===== config.mk =====
export PLATFORM = sky130hd
export DESIGN_NAME = move_scheduler_flat
export DESIGN_NICKNAME = d
export VERILOG_FILES = /design/src/rtl/move_scheduler_if.sv /design/src/rtl/move_scheduler.sv /design/src/flat_wrapper.sv
export SDC_FILE = /design/constraint.sdc
export NUM_CORES = 1
export LEC_CHECK = 0
export CAP_MARGIN = 25
export CELL_PAD_IN_SITES_DETAIL_PLACEMENT = 0
export CELL_PAD_IN_SITES_GLOBAL_PLACEMENT = 1
export CORE_MARGIN = 8
export CORE_UTILIZATION = 30
export CTS_BUF_LIST = sky130_fd_sc_hd__clkbuf_8
export CTS_CLUSTER_SIZE = 8
export DETAILED_ROUTE_END_ITERATION = 8
export PLACE_DENSITY = 0.57
export SYNTH_ARGS = -nofsm -noshare
export SYNTH_HDL_FRONTEND = slang
export SYNTH_SLANG_ARGS = --single-unit

===== constraint.sdc =====
create_clock -name clk_25MHz -period 2 [get_ports clk_25MHz]
set_input_delay 0.5 -clock clk_25MHz [delete_from_list [all_inputs] [get_ports clk_25MHz]]
set_output_delay 0.5 -clock clk_25MHz [all_outputs]
set_load 0.02 [all_outputs]

===== src/rtl/move_scheduler_if.sv =====
// Player-command bus between the board pins / VGA timing side and the game core.
// The scheduler uses the slave view; the driving environment uses the master view.
interface move_scheduler_if;
    logic btn_right;
    logic btn_left;
    logic btn_drop;
    logic frame_start;
    logic game_over;
    logic move_right;
    logic move_left;
    logic drop_piece;
    logic busy;

    modport slave (
        input  btn_right, btn_left, btn_drop, frame_start, game_over,
        output move_right, move_left, drop_piece, busy
    );

    modport master (
        output btn_right, btn_left, btn_drop, frame_start, game_over,
        input  move_right, move_left, drop_piece, busy
    );
endinterface


===== src/rtl/move_scheduler.sv =====
// Debounces the player buttons and issues one frame-aligned, rate-limited
// command pulse per accepted press to the connect-four game core.
//
// state      | meaning
// IDLE       | no command pending, waiting for a debounced press
// WAIT_FRAME | command captured, holding it until the next frame_start
// ISSUE      | command pulse is on the outputs this cycle
// LOCKOUT    | counting frames before another command may be captured
module move_scheduler #(
    parameter int DEBOUNCE_CYCLES = 250000,
    parameter int CNT_W           = 18,
    parameter int LOCKOUT_FRAMES  = 4
) (
    input  logic            clk_25MHz,
    input  logic            rst_n,
    move_scheduler_if.slave bus
);
    localparam int               LK_W    = (LOCKOUT_FRAMES > 0) ? $clog2(LOCKOUT_FRAMES + 1) : 1;
    localparam logic [CNT_W-1:0] DB_LAST = CNT_W'(DEBOUNCE_CYCLES - 1);
    localparam logic [LK_W-1:0]  LK_LOAD = LK_W'(LOCKOUT_FRAMES);

    typedef enum logic [1:0] {IDLE, WAIT_FRAME, ISSUE, LOCKOUT} state_t;
    typedef enum logic [1:0] {CMD_NONE, CMD_RIGHT, CMD_LEFT, CMD_DROP} cmd_t;

    // Bit order for all per-button vectors: [0]=right, [1]=left, [2]=drop
    logic [2:0]       raw;
    logic [2:0]       sync_a;
    logic [2:0]       sync_b;
    logic [2:0]       stable;
    logic [2:0]       press;
    logic [CNT_W-1:0] db_cnt [3];

    state_t          state;
    cmd_t            pending;
    logic [LK_W-1:0] lk_cnt;
    logic            move_right_q;
    logic            move_left_q;
    logic            drop_piece_q;
    logic            busy_q;

    assign raw = {bus.btn_drop, bus.btn_left, bus.btn_right};

    always_ff @(posedge clk_25MHz or negedge rst_n) begin
        if (!rst_n) begin
            sync_a <= '0;
            sync_b <= '0;
        end else begin
            sync_a <= raw;
            sync_b <= sync_a;
        end
    end

    // press is registered alongside the stable update, so it is a single-cycle
    // pulse and only fires on an accepted 0->1 change.
    always_ff @(posedge clk_25MHz or negedge rst_n) begin
        if (!rst_n) begin
            stable <= '0;
            press  <= '0;
            for (int i = 0; i < 3; i++) begin
                db_cnt[i] <= '0;
            end
        end else begin
            for (int i = 0; i < 3; i++) begin
                press[i] <= 1'b0;
                if (sync_b[i] != stable[i]) begin
                    if (db_cnt[i] == DB_LAST) begin
                        stable[i] <= sync_b[i];
                        press[i]  <= sync_b[i];
                        db_cnt[i] <= '0;
                    end else begin
                        db_cnt[i] <= db_cnt[i] + CNT_W'(1);
                    end
                end else begin
                    db_cnt[i] <= '0;
                end
            end
        end
    end

    always_ff @(posedge clk_25MHz or negedge rst_n) begin
        if (!rst_n) begin
            state        <= IDLE;
            pending      <= CMD_NONE;
            lk_cnt       <= '0;
            move_right_q <= 1'b0;
            move_left_q  <= 1'b0;
            drop_piece_q <= 1'b0;
            busy_q       <= 1'b0;
        end else begin
            move_right_q <= 1'b0;
            move_left_q  <= 1'b0;
            drop_piece_q <= 1'b0;
            case (state)
                IDLE: begin
                    if (!bus.game_over && (press != 3'b000)) begin
                        state  <= WAIT_FRAME;
                        busy_q <= 1'b1;
                        if (press[2]) begin
                            pending <= CMD_DROP;
                        end else if (press[1]) begin
                            pending <= CMD_LEFT;
                        end else begin
                            pending <= CMD_RIGHT;
                        end
                    end
                end
                WAIT_FRAME: begin
                    if (bus.game_over) begin
                        state   <= IDLE;
                        pending <= CMD_NONE;
                        busy_q  <= 1'b0;
                    end else if (bus.frame_start) begin
                        state        <= ISSUE;
                        move_right_q <= (pending == CMD_RIGHT);
                        move_left_q  <= (pending == CMD_LEFT);
                        drop_piece_q <= (pending == CMD_DROP);
                    end
                end
                ISSUE: begin
                    pending <= CMD_NONE;
                    if (LOCKOUT_FRAMES == 0) begin
                        state  <= IDLE;
                        busy_q <= 1'b0;
                    end else begin
                        state  <= LOCKOUT;
                        lk_cnt <= LK_LOAD;
                    end
                end
                LOCKOUT: begin
                    if (bus.frame_start) begin
                        if (lk_cnt <= LK_W'(1)) begin
                            state  <= IDLE;
                            busy_q <= 1'b0;
                            lk_cnt <= '0;
                        end else begin
                            lk_cnt <= lk_cnt - LK_W'(1);
                        end
                    end
                end
                default: begin
                    state  <= IDLE;
                    busy_q <= 1'b0;
                end
            endcase
        end
    end

    assign bus.move_right = move_right_q;
    assign bus.move_left  = move_left_q;
    assign bus.drop_piece = drop_piece_q;
    assign bus.busy       = busy_q;
endmodule

===== src/flat_wrapper.sv =====
// flat-port wrapper written by rule: the top's interface ports become plain ports
module move_scheduler_flat 
#(
    parameter int DEBOUNCE_CYCLES = 250000,
    parameter int CNT_W           = 18,
    parameter int LOCKOUT_FRAMES  = 4
)
  (clk_25MHz, rst_n, bus_btn_right, bus_btn_left, bus_btn_drop, bus_frame_start, bus_game_over, bus_move_right, bus_move_left, bus_drop_piece, bus_busy);
  move_scheduler_if bus_i ();
  input  logic clk_25MHz;
  input  logic rst_n;
  input wire logic [$bits(bus_i.btn_right)-1:0] bus_btn_right;
  input wire logic [$bits(bus_i.btn_left)-1:0] bus_btn_left;
  input wire logic [$bits(bus_i.btn_drop)-1:0] bus_btn_drop;
  input wire logic [$bits(bus_i.frame_start)-1:0] bus_frame_start;
  input wire logic [$bits(bus_i.game_over)-1:0] bus_game_over;
  output wire logic [$bits(bus_i.move_right)-1:0] bus_move_right;
  output wire logic [$bits(bus_i.move_left)-1:0] bus_move_left;
  output wire logic [$bits(bus_i.drop_piece)-1:0] bus_drop_piece;
  output wire logic [$bits(bus_i.busy)-1:0] bus_busy;
  assign bus_i.btn_right = bus_btn_right;
  assign bus_i.btn_left = bus_btn_left;
  assign bus_i.btn_drop = bus_btn_drop;
  assign bus_i.frame_start = bus_frame_start;
  assign bus_i.game_over = bus_game_over;
  assign bus_move_right = bus_i.move_right;
  assign bus_move_left = bus_i.move_left;
  assign bus_drop_piece = bus_i.drop_piece;
  assign bus_busy = bus_i.busy;
  move_scheduler #(.DEBOUNCE_CYCLES(DEBOUNCE_CYCLES), .CNT_W(CNT_W), .LOCKOUT_FRAMES(LOCKOUT_FRAMES)) u_core (.clk_25MHz(clk_25MHz), .rst_n(rst_n), .bus(bus_i));
endmodule

# Word-level counts from Yosys, hierarchy flattened

Cells that the tools add are included.

Magnitude comparators: 1
Add/sub/neg operators: 4
Eq/ne operators: 17
Reduce and logical (&&, ||, !) cells: 14
Muxes and demuxes: 40

Operators with widths:

| kind                                                                              | count |
|---|---|
| 18-bit two-way mux                                                                | 6 |
| 18-bit by 1-bit adder with 18-bit output (second input constant)                  | 3 |
| 18-bit equality test (second input constant)                                      | 3 |
| 1-bit two-way mux                                                                 | 19 |
| 2-bit two-way mux                                                                 | 9 |
| 3-bit nonzero test                                                                | 3 |
| 2-bit equality test (second input constant)                                       | 4 |
| 2-bit one-hot mux with 4 select lines                                             | 1 |
| 2-bit AND reduction                                                               | 4 |
| 3-bit two-way mux                                                                 | 2 |
| 2-bit one-hot mux with 3 select lines                                             | 1 |
| 3-bit one-hot mux with 2 select lines                                             | 1 |
| 5-bit AND reduction                                                               | 1 |
| 2-bit by 1-bit equality test with 1-bit output (second input constant)            | 2 |
| 2-bit by 1-bit != test with 1-bit output (second input constant)                  | 2 |
| 2-bit != test (second input constant)                                             | 2 |
| 4-bit AND reduction                                                               | 1 |
| 3-bit by 1-bit less-or-equal comparator with 1-bit output (second input constant) | 1 |
| 1-bit != test                                                                     | 3 |
| 3-bit != test (second input constant)                                             | 1 |
| 1-bit one-hot mux with 3 select lines                                             | 1 |
| 3-bit AND reduction                                                               | 1 |
| 3-bit by 1-bit subtractor with 3-bit output (second input constant)               | 1 |
| 2-bit logical NOT                                                                 | 1 |
| 3 further kinds                                                                   | 3 |

Word-level logic and storage cells: 92
Output and inout bits: 4
Bits of input ports: 7
Flip-flop bits (word level): 77

# Logic depth before layout (Yosys ltp)

Gate-level depths: netlist (run 1).

Depth in word-level cells: 4
Depth in mapped cells: 6
Depth with buffers taken out: 6

# Least setup slack after synthesis (run 1)

No wires, ideal clock.

Path type: reg-to-reg
Start point: reg u_core.state[0]
End point: reg u_core.pending[0]
Path buffers: 0
Setup slack: 162 ps
Clock period less this slack: 1838 ps
Stages on the path, launching flop included: 7
Arrival: 1714 ps
Required time: 1875 ps
Library setup time: 125 ps
Cell sequence: dfrtp_1 > inv_1 > ha_1 > or4b_2 > nand3_1 > nor2_1 > mux2_2

Cells in the longest elaborated chain, start to end: 3
Elaborated cells between the ends (all ways): 8

RTL lines:

| element                                                                | line                  | RTL |
|---|---|---|
| start: declaration                                                     | move_scheduler.sv:33  | `state_t state;` |
| start signal: assignment                                               | move_scheduler.sv:82  | `state <= IDLE;` |
| start signal: assignment                                               | move_scheduler.sv:96  | `state <= WAIT_FRAME;` |
| start signal: assignment                                               | move_scheduler.sv:109 | `state <= IDLE;` |
| 2-bit by 1-bit equality test with 1-bit output (tied with other cells) | move_scheduler.sv:93  | `case (state)` |
| 2-bit != test (no line) (tied with other cells)                        | -                     |  |
| 3-bit AND reduction (no line)                                          | -                     |  |
| end signal: assignment                                                 | move_scheduler.sv:99  | `pending <= CMD_DROP;` |
| end signal: assignment                                                 | move_scheduler.sv:101 | `pending <= CMD_LEFT;` |
| end signal: assignment                                                 | move_scheduler.sv:103 | `pending <= CMD_RIGHT;` |
| end: declaration                                                       | move_scheduler.sv:34  | `cmd_t pending;` |

Parallel ways exist; a longest one is shown, timed or not.
A chain may end at the register's enable or synchronous reset.

==> results of run 1 <==
==> cells by family (layout without fill, tap and decap cells) <==
logic type / after synthesis / in the layout / synth area share
AO/OA/AOI/OAI: 27 / 27 / 0.0568
flip-flops: 77 / 77 / 0.517
buffers and inverters: 16 / 60 / 0.0171
XOR/XNOR: 45 / 45 / 0.106
multiplexers: 6 / 6 / 0.0178
adder cells (fa/ha/maj): 10 / 10 / 0.0336
AND/OR/NAND/NOR: 177 / 177 / 0.251
==> through the flow <==
step	utilization	hold slack, ns	cell area [um^2]
CTS	0.364	0.0381	4390
global placement	0.349	0.334	4210
finish	0.364	0.0440	4390
global route	0.364	0.0391	4390
floorplan	-	0.204	3720
detailed placement	0.349	0.337	4210
==> cells in the mapped netlist (all sizes together) (10+ instances only) <==
library cell,instances
nand3,23
nor2,60
ha,10
xnor2,34
nor4,16
xor2,11
inv,11
nand4,16
nor3,10
nand2,18
dfrtp,77
==> layout make-up <==
class                   count  area, um^2  share of cell area
clock buffers              10         138              0.0313
clock inverters             4        42.5             0.00968
inverters                  11        41.3             0.00940
multi-input cells         265        1740               0.396
flip-flops and latches     77        1930               0.438
well taps                 168         210              0.0478
repair buffers             35         298              0.0678
==> worst max-delay path, cell delays in order, from the launching register on <==
cell and delay [ns]:
dfrtp_1 0.38, inv_1 0.10, ha_1 0.19, or4b_2 0.65, nand3_2 0.13, nor2_1 0.07
mux2_2 0.26
==> layout by cell type, fill, tap and decap left out, types with 3 or more instances in the layout <==
cell | synthesis | routed
o31ai_1 | 4 | 4
dfrtp_1 | 77 | 77
o21ai_0 | 6 | 6
buf_4 | 0 | 25
or3_1 | 4 | 4
nand3_1 | 21 | 20
a21oi_1 | 8 | 8
nor2_1 | 60 | 60
inv_1 | 11 | 13
xnor2_1 | 34 | 34
and3_1 | 8 | 8
xor2_1 | 11 | 11
clkdlybuf4s50_1 | 0 | 9
nand3_2 | 2 | 3
ha_1 | 10 | 10
nand4_1 | 14 | 14
nor4_1 | 16 | 16
nand2_1 | 18 | 18
nor3b_1 | 4 | 4
nor3_1 | 10 | 10
clkbuf_8 | 0 | 10
mux2_2 | 5 | 5
or4_1 | 6 | 6
==> worst max-delay path by stage <==
stage	end	from	slack, ns
final	u_core.pending[1]$_DFFE_PN0P_	flip-flop	0.11
after global routing	flip-flop	flip-flop	0.03
after CTS	u_core.pending[0]$_DFFE_PN0P_	flip-flop	0.08
after detailed placement	flip-flop	bus_frame_start	0.07
after global placement	flip-flop	bus_frame_start	0.07
after floorplan	u_core.pending[0]$_DFFE_PN0P_	u_core.state[0]$_DFFE_PN0P_	0.16
==> where the power goes <==
group	total (mW)	internal [mW]	leakage, nW	switching (mW)
Sequential	1.73	1.65	1.04	0.0752
Clock	1.13	0.586	0.101	0.546
Combinational	0.643	0.297	0.669	0.345
Total	3.50	2.54	1.81	0.967
==> registers in the layout (all words and copies together) (netlist names), named ones only <==
register	flops
u_core.sync_a	3
u_core.db_cnt	54
u_core.state	1
u_core.bus.busy	1
u_core.sync_b	3
u_core.bus.move_right	1
u_core.lk_cnt	3
u_core.stable	3
u_core.bus.move_left	1
u_core.pending	2
u_core.bus.drop_piece	1
u_core.press	3
==> per-layer routing <==
layer  global-route usage  routed length (um)
met1                0.135                3870
met2                0.147                3310
met3               0.0254                 224
met4               0.0588                 168
met5                    0                   0
==> impl_metrics.yaml, run 1 <==
status:
  status: "completed"
timing:
  finalHoldViolCount: 0
  setup_viol: 0
  min_period_over_period: 0.944
  tns_ns: 0
  max_freq_mhz: 530
  tightest_slew_ns: 0.398
  slew_headroom: 0.734
  clock_skew_ns: 0.00908
  slew_violations: 0
  min_period_ns: 1.89
  post-route-worst-setup-slack_ns: 0.112
  rsz0062_at_grt: "false"
die:
  num_io_pins: 11
  die-height_um: 127
  std_cell_rows: 40
  die_area_mm2: 0.0162
  initial_utilization: 0.309
  dieWidth_um: 127
  core_area_mm2: 0.0121
final_layout:
  antennaDiodeCount: 0
  num-nets-final: 416
  n_fill_cell: 1195
  areaGrowthSynthToFinish_pct: 18.0
  drive_gt1_frac: 0.139
  fin_cells: 570
pwr:
  ir_drop_mv: 0.316
  p_per_area_mw_per_mm2: 797
  power.total_mw: 3.50
  leakage_nw: 1.81
global_routing:
  grt_overflow: 0
  grt_max_degree: 29
  antenna_found_initial: 0
  grt_pass1_vias: 2641
  grt_pass1_wl_mm: 13.2
  grt_usage: 0.102
yosys:
  synth_cell_types: 41
  syn_area_mm2: 0.00372
  yosys-top-cells-area: "dfrtp_1 52%, xnor2_1 8.0%, nor2_1 6.0%, ha_1 3.4%, nand3_1 2.8%"
  synth_top_flop_cell: "dfrtp_1"
  ys_ff_latch: 77
  async_flop_share: 1.00
  ys_warn_count: 0
  syn_nets: 375
  synth_top_area_share: 0.517
  synth_largest_area_cell: "dfrtp_1"
  netlist_instances: 358
  ys_seq_area_frac: 0.517
  syn_avg_cell_area_um2: 10.4
  synth_edf_count: 0
worst_hold_path:
  hp-class: "in -> async"
clock_network:
  cts_buffer_depth: 2
  cts_resized: 0
  clock_latency_ns: 0.35
  clk_pin_slew_worst_paths_ns: 0.08
  postCtsSetupRepairBufs: 0
  postCtsHoldBufs: 0
  ctsHtreeMaxLevel: 3
  cts.sinks: 77
  cts-buffers-inserted: 9
  tritoncts: "yes"
  cts_root_buf: "clkbuf_8"
critical_path:
  cp_max_fo: 3
  path_class: "reg -> reg"
  endpoint_kind: "flip-flop"
  worstRegToRegCells: 6
  required_ns: 2.24
  arrival_ns: 2.13
  r2r_slack_ns: 0.11
  cp-start-kind: "flip-flop"
  worstReg2RegEnd: "u_core.pending[1]$_DFFE_PN0P_"
place:
  place_inst: 556
  io_buffers: 10
  gp_congestion: 0.749
  place_worst_setup_slack_ns: 0.0666
  hpwl_mm: 5.36
detailed_routing:
  wire_per_inst_um: 13.3
  antenna_left: 0
  vias: 2761
  drc: 0
  drt_pass1_iterations: 4
  drt_wl_total_mm: 7.57
  via_per_inst: 4.84
  drt_iter0_markers: 166
job:
  max-cap-violations: 0
No activity file was read; power rests on OpenSTA's default activity.
==> inputs of run 2 (changes only) <==
- PLACE_DENSITY: 0.57 -> 0.56
==> run 2 against run 1 <==
Sequential share of layout area hardly changed. Die area stayed put. Register-to-register slack got worse by 0.03 ns. Global-route usage decreased by 0.22 points.
==> impl_metrics.yaml, run 2 (same netlist as run 1, synthesis figures left out) <==
timing:
  min_period_ns: 1.91
  slew_violations: 0
  setup_viol: 0
  max_freq_mhz: 523
  slew_headroom: 0.719
  tightest_slew_ns: 0.422
  min_period_over_period: 0.957
  clock_skew_ns: 0.00924
  finalHoldViolCount: 0
  post-route-worst-setup-slack_ns: 0.0869
  whs_ns: 0.0794
clock_network:
  clock_latency_ns: 0.35
  cts-buffers-inserted: 9
  ctsHtreeMaxLevel: 3
  cts_root_buf: "clkbuf_8"
  cts_resized: 0
  cts.sinks: 77
  cts_buffer_depth: 2
  clk_pin_slew_worst_paths_ns: 0.08
  postCtsSetupRepairBufs: 0
  tritoncts: "yes"
  postCtsHoldBufs: 0
final_layout:
  drive_gt1_frac: 0.136
  antennaDiodeCount: 0
  areaGrowthSynthToFinish_pct: 18.0
  postLayoutCoreUtil: 0.364
  finish.instance_area_mm2: 0.00439
  largest_reg_flops: 54
  layout_common_cells: "77 x dfrtp_1, 60 x nor2_1, 34 x xnor2_1"
  layout_commonest_cell: "dfrtp_1"
  regMostFlops: "u_core.db_cnt"
  num-nets-final: 411
die:
  die-height_um: 127
  die_area_mm2: 0.0162
  dieWidth_um: 127
  core_area_mm2: 0.0121
  std_cell_rows: 40
  initial_utilization: 0.309
  num_io_pins: 11
critical_path:
  timing.rr.start: "u_core.state[0]$_DFFE_PN0P_"
  cp.depth: 6
  cp-start-kind: "flip-flop"
  arrival_ns: 2.18
  cp-startpoint: "u_core.state[0]$_DFFE_PN0P_"
  worstRegToRegCells: 6
  slowest_delay_ns: 0.64
  path_class: "reg -> reg"
  worst-path-buf-inv: 1
  endpoint_kind: "flip-flop"
  cp_max_fo: 3
  crit_family: "simple AND/OR/NAND/NOR gates"
  cp_cell_sequence: "inv_1 > ha_2 > or4b_2 > o211ai_1 > or3_1 > mux2i_1"
  required_ns: 2.27
  r2r_slack_ns: 0.09
  slowest_stage: "or4b_2"
detailed_routing:
  drt_wl_total_mm: 7.29
  via_per_inst: 4.69
  wire_per_inst_um: 12.9
  antenna_left: 0
  drt_pass1_iterations: 4
  vias: 2657
  drc: 0
  drt_iter0_markers: 133
global_routing:
  grt_pass1_wl_mm: 13.0
  grt_usage: 0.0994
  grt_max_degree: 37
  grt_overflow: 0
  antenna_found_initial: 0
  grt_pass1_vias: 2657
place:
  hpwl_mm: 5.05
  place_worst_setup_slack_ns: 0.0656
  place_area_mm2: 0.00417
  gp_congestion: 0.767
  io_buffers: 10
pwr:
  p_per_area_mw_per_mm2: 830
  power.total_mw: 3.65
  leakage_nw: 1.79
  ir_drop_mv: 0.266
status:
  status: "completed"
worst_hold_path:
  hp-class: "in -> async"
job:
  max-cap-violations: 0
## run 2: changes by cell type in the layout (fill, tap and decap cells not counted), sizes merged
cell / delta
buf: -5
bufinv: +1
clkinvlp: +1
inv: -1
## run 2: layer usage
layer  GRT usage  vias up  part of all wire
li1            -     1342                 -
met1       0.133     1276              0.51
met2       0.146       29              0.44
met3      0.0300       10             0.030
met4      0.0399        0             0.017
met5           0        -                 0
## run 2: worst min path at each step
stage                                    start                     endpoint  slack [ns]  cells past startpoint
floorplan                                rst_n                    async pin        0.20                      0
global placement    u_core.sync_a[1]$_DFF_PN0_   u_core.sync_b[1]$_DFF_PN0_        0.34                      0
detailed placement  u_core.sync_a[0]$_DFF_PN0_   u_core.sync_b[0]$_DFF_PN0_        0.33                      0
CTS                                      rst_n  u_core.db_cnt[40]$_DFF_PN0_        0.08                      1
global route                             rst_n  u_core.db_cnt[44]$_DFF_PN0_         0.1                      1
finish                                   rst_n  u_core.db_cnt[43]$_DFF_PN0_        0.08                      1
## run 2: per-stage QoR
step | TNS, ns | cells
after CTS | 0 | 566
after floorplan | 0 | 358
final | 0 | 566
after global placement | 0 | 551
after global routing | -0.0110 | 566
after detailed placement | 0 | 551
## run 2: area by class of cell
cell class              instances  area [um^2]
multi-input cells             265         1740
well taps                     168          210
clock inverters                 5         76.3
fillers                      1209         7670
flip-flops and latches         77         1930
clock buffers                  10          138
repair buffers                 30          260
inverters                      11         41.3
## run 2: worst reg2reg max path: stages, from the launching register on
cell and delay [ns]:
dfrtp_1 0.38, inv_1 0.10, ha_2 0.20, or4b_2 0.64, o211ai_1 0.18, or3_1 0.17, mux2i_1 0.18
## run 2: power by group
group	switching [mW]	internal, mW	total (mW)
logic	0.337	0.298	0.636
clock network	0.562	0.724	1.29
registers	0.0734	1.65	1.73
==> inputs of run 3 (changes only) <==
- CORE_UTILIZATION: 30 -> 51
- PLACE_DENSITY: 0.56 -> 0.85
- SLEW_MARGIN: unset -> 10
==> run 3 against run 2 <==
Sequential share of layout area increased by 0.79 points. Total power increased by 0.94%. Routed wire length decreased by 4.0%. Register-to-register slack improved by 0.04 ns. Critical path type unchanged.
==> impl_metrics.yaml, run 3 (same netlist as run 1, synthesis figures left out) <==
detailed_routing:
  drc: 0
  via_per_inst: 5.40
  drt_wl_total_mm: 7.00
  antenna_left: 0
  drt_pass1_iterations: 4
  drt_iter0_markers: 99
  vias: 2691
  wire_per_inst_um: 14.1
critical_path:
  crit_family: "simple AND/OR/NAND/NOR gates"
  cp-start-kind: "flip-flop"
  cp_max_fo: 3
  path_class: "reg -> reg"
  cp_cell_sequence: "inv_1 > ha_1 > or4b_2 > o211ai_1 > or3_1 > mux2i_1"
  slowest_stage: "or4b_2"
  endpoint_kind: "flip-flop"
  slowest_delay_ns: 0.62
  required_ns: 2.27
  arrival_ns: 2.14
  worst-path-buf-inv: 1
place:
  hpwl_mm: 4.90
  io_buffers: 10
  gp_congestion: 0.776
  place_worst_setup_slack_ns: 0.0453
  place_area_mm2: 0.00407
  place_inst: 480
die:
  core_area_mm2: 0.00718
  num_io_pins: 11
  dieWidth_um: 101
  die_area_mm2: 0.0103
  std_cell_rows: 31
  die-height_um: 101
  initial_utilization: 0.519
final_layout:
  num-nets-final: 411
  finish.instance_area_mm2: 0.00432
  regMostFlops: "u_core.db_cnt"
  areaGrowthSynthToFinish_pct: 15.9
  postLayoutCoreUtil: 0.601
  layout_common_cells: "77 x dfrtp_1, 60 x nor2_1, 34 x xnor2_1"
  antennaDiodeCount: 0
  n_fill_cell: 624
  largest_reg_flops: 54
  drive_gt1_frac: 0.135
  fin_cells: 498
  layout_commonest_cell: "dfrtp_1"
global_routing:
  grt_usage: 0.150
  grt_pass1_wl_mm: 12.4
  grt_overflow: 0
  grt_pass1_vias: 2740
  grt_max_degree: 58
  antenna_found_initial: 0
timing:
  whs_ns: 0.0271
  min_period_ns: 1.87
  slew_headroom: 0.751
  max_freq_mhz: 535
  tightest_slew_ns: 0.372
  slew_violations: 0
  finalHoldViolCount: 0
  min_period_over_period: 0.935
  clock_skew_ns: 0.00604
  tns_ns: 0
  setup_viol: 0
  rsz0062_at_grt: "false"
  post-route-worst-setup-slack_ns: 0.131
pwr:
  power.total_mw: 3.68
  leakage_nw: 1.80
  ir_drop_mv: 0.501
  p_per_area_mw_per_mm2: 853
clock_network:
  ctsHtreeMaxLevel: 3
  cts_root_buf: "clkbuf_8"
  clk_pin_slew_worst_paths_ns: 0.08
  tritoncts: "yes"
  cts_buffer_depth: 2
  clock_latency_ns: 0.35
  postCtsHoldBufs: 0
  cts.sinks: 77
  cts-buffers-inserted: 9
status:
  status: "completed"
job:
  max-cap-violations: 0
worst_hold_path:
  hp-class: "in -> async"
-- run 3: changes by cell type in the layout (fill, tap and decap cells not counted) --
| cell | before | now |
|---|---|---|
| clkinv_2 | 1 | 0 |
| clkinv_4 | 0 | 1 |
| clkinvlp_4 | 1 | 2 |
| ha_1 | 9 | 10 |
| ha_2 | 1 | 0 |
-- run 3: cell type report --
cell class / count / area, um^2 / area share
Clock inverter: 6 / 87.6 / 0.0203
Timing Repair Buffer: 30 / 260 / 0.0603
Clock buffer: 10 / 138 / 0.0319
Sequential cell: 77 / 1930 / 0.447
Multi-Input combinational cell: 265 / 1740 / 0.403
Inverter: 11 / 41.3 / 0.00957
Tap cell: 99 / 124 / 0.0287
-- run 3: worst paths after layout --
kind	startpoint	slack, ns	endpoint	cells after the start
setup / recovery	flip-flop	0.13	flip-flop	6
hold / removal	rst_n	0.03	async pin	1
setup reg to reg	flip-flop	0.13	flip-flop	6
hold reg to reg	u_core.sync_a[1]$_DFF_PN0_	0.36	u_core.sync_b[1]$_DFF_PN0_	0
max in group asynchronous	rst_n	1.41	u_core.db_cnt[17]$_DFF_PN0_	2
min in group clk_25MHz	u_core.sync_a[1]$_DFF_PN0_	0.36	u_core.sync_b[1]$_DFF_PN0_	0
-- run 3: power by group --
group | switching [mW] | leakage (nW) | internal, mW
Sequential | 0.0764 | 1.04 | 1.65
Combinational | 0.343 | 0.644 | 0.308
Clock | 0.568 | 0.110 | 0.734
Total | 0.987 | 1.80 | 2.70
-- run 3: timing repair --
action                     in CTS  in global routing
resized for setup               0                  1
buffers inserted                0                  2
setup endpoints to repair       0                  3
-- run 3: metal layers --
layer / part of all wire / wire [um] / GRT usage / vias up
li1: - / - / - / 1340
met1: 0.47 / 3280 / 0.181 / 1308
met2: 0.48 / 3360 / 0.251 / 33
met3: 0.040 / 278 / 0.0495 / 10
met4: 0.011 / 76 / 0.0412 / 0
met5: 0 / 0 / 0 / -
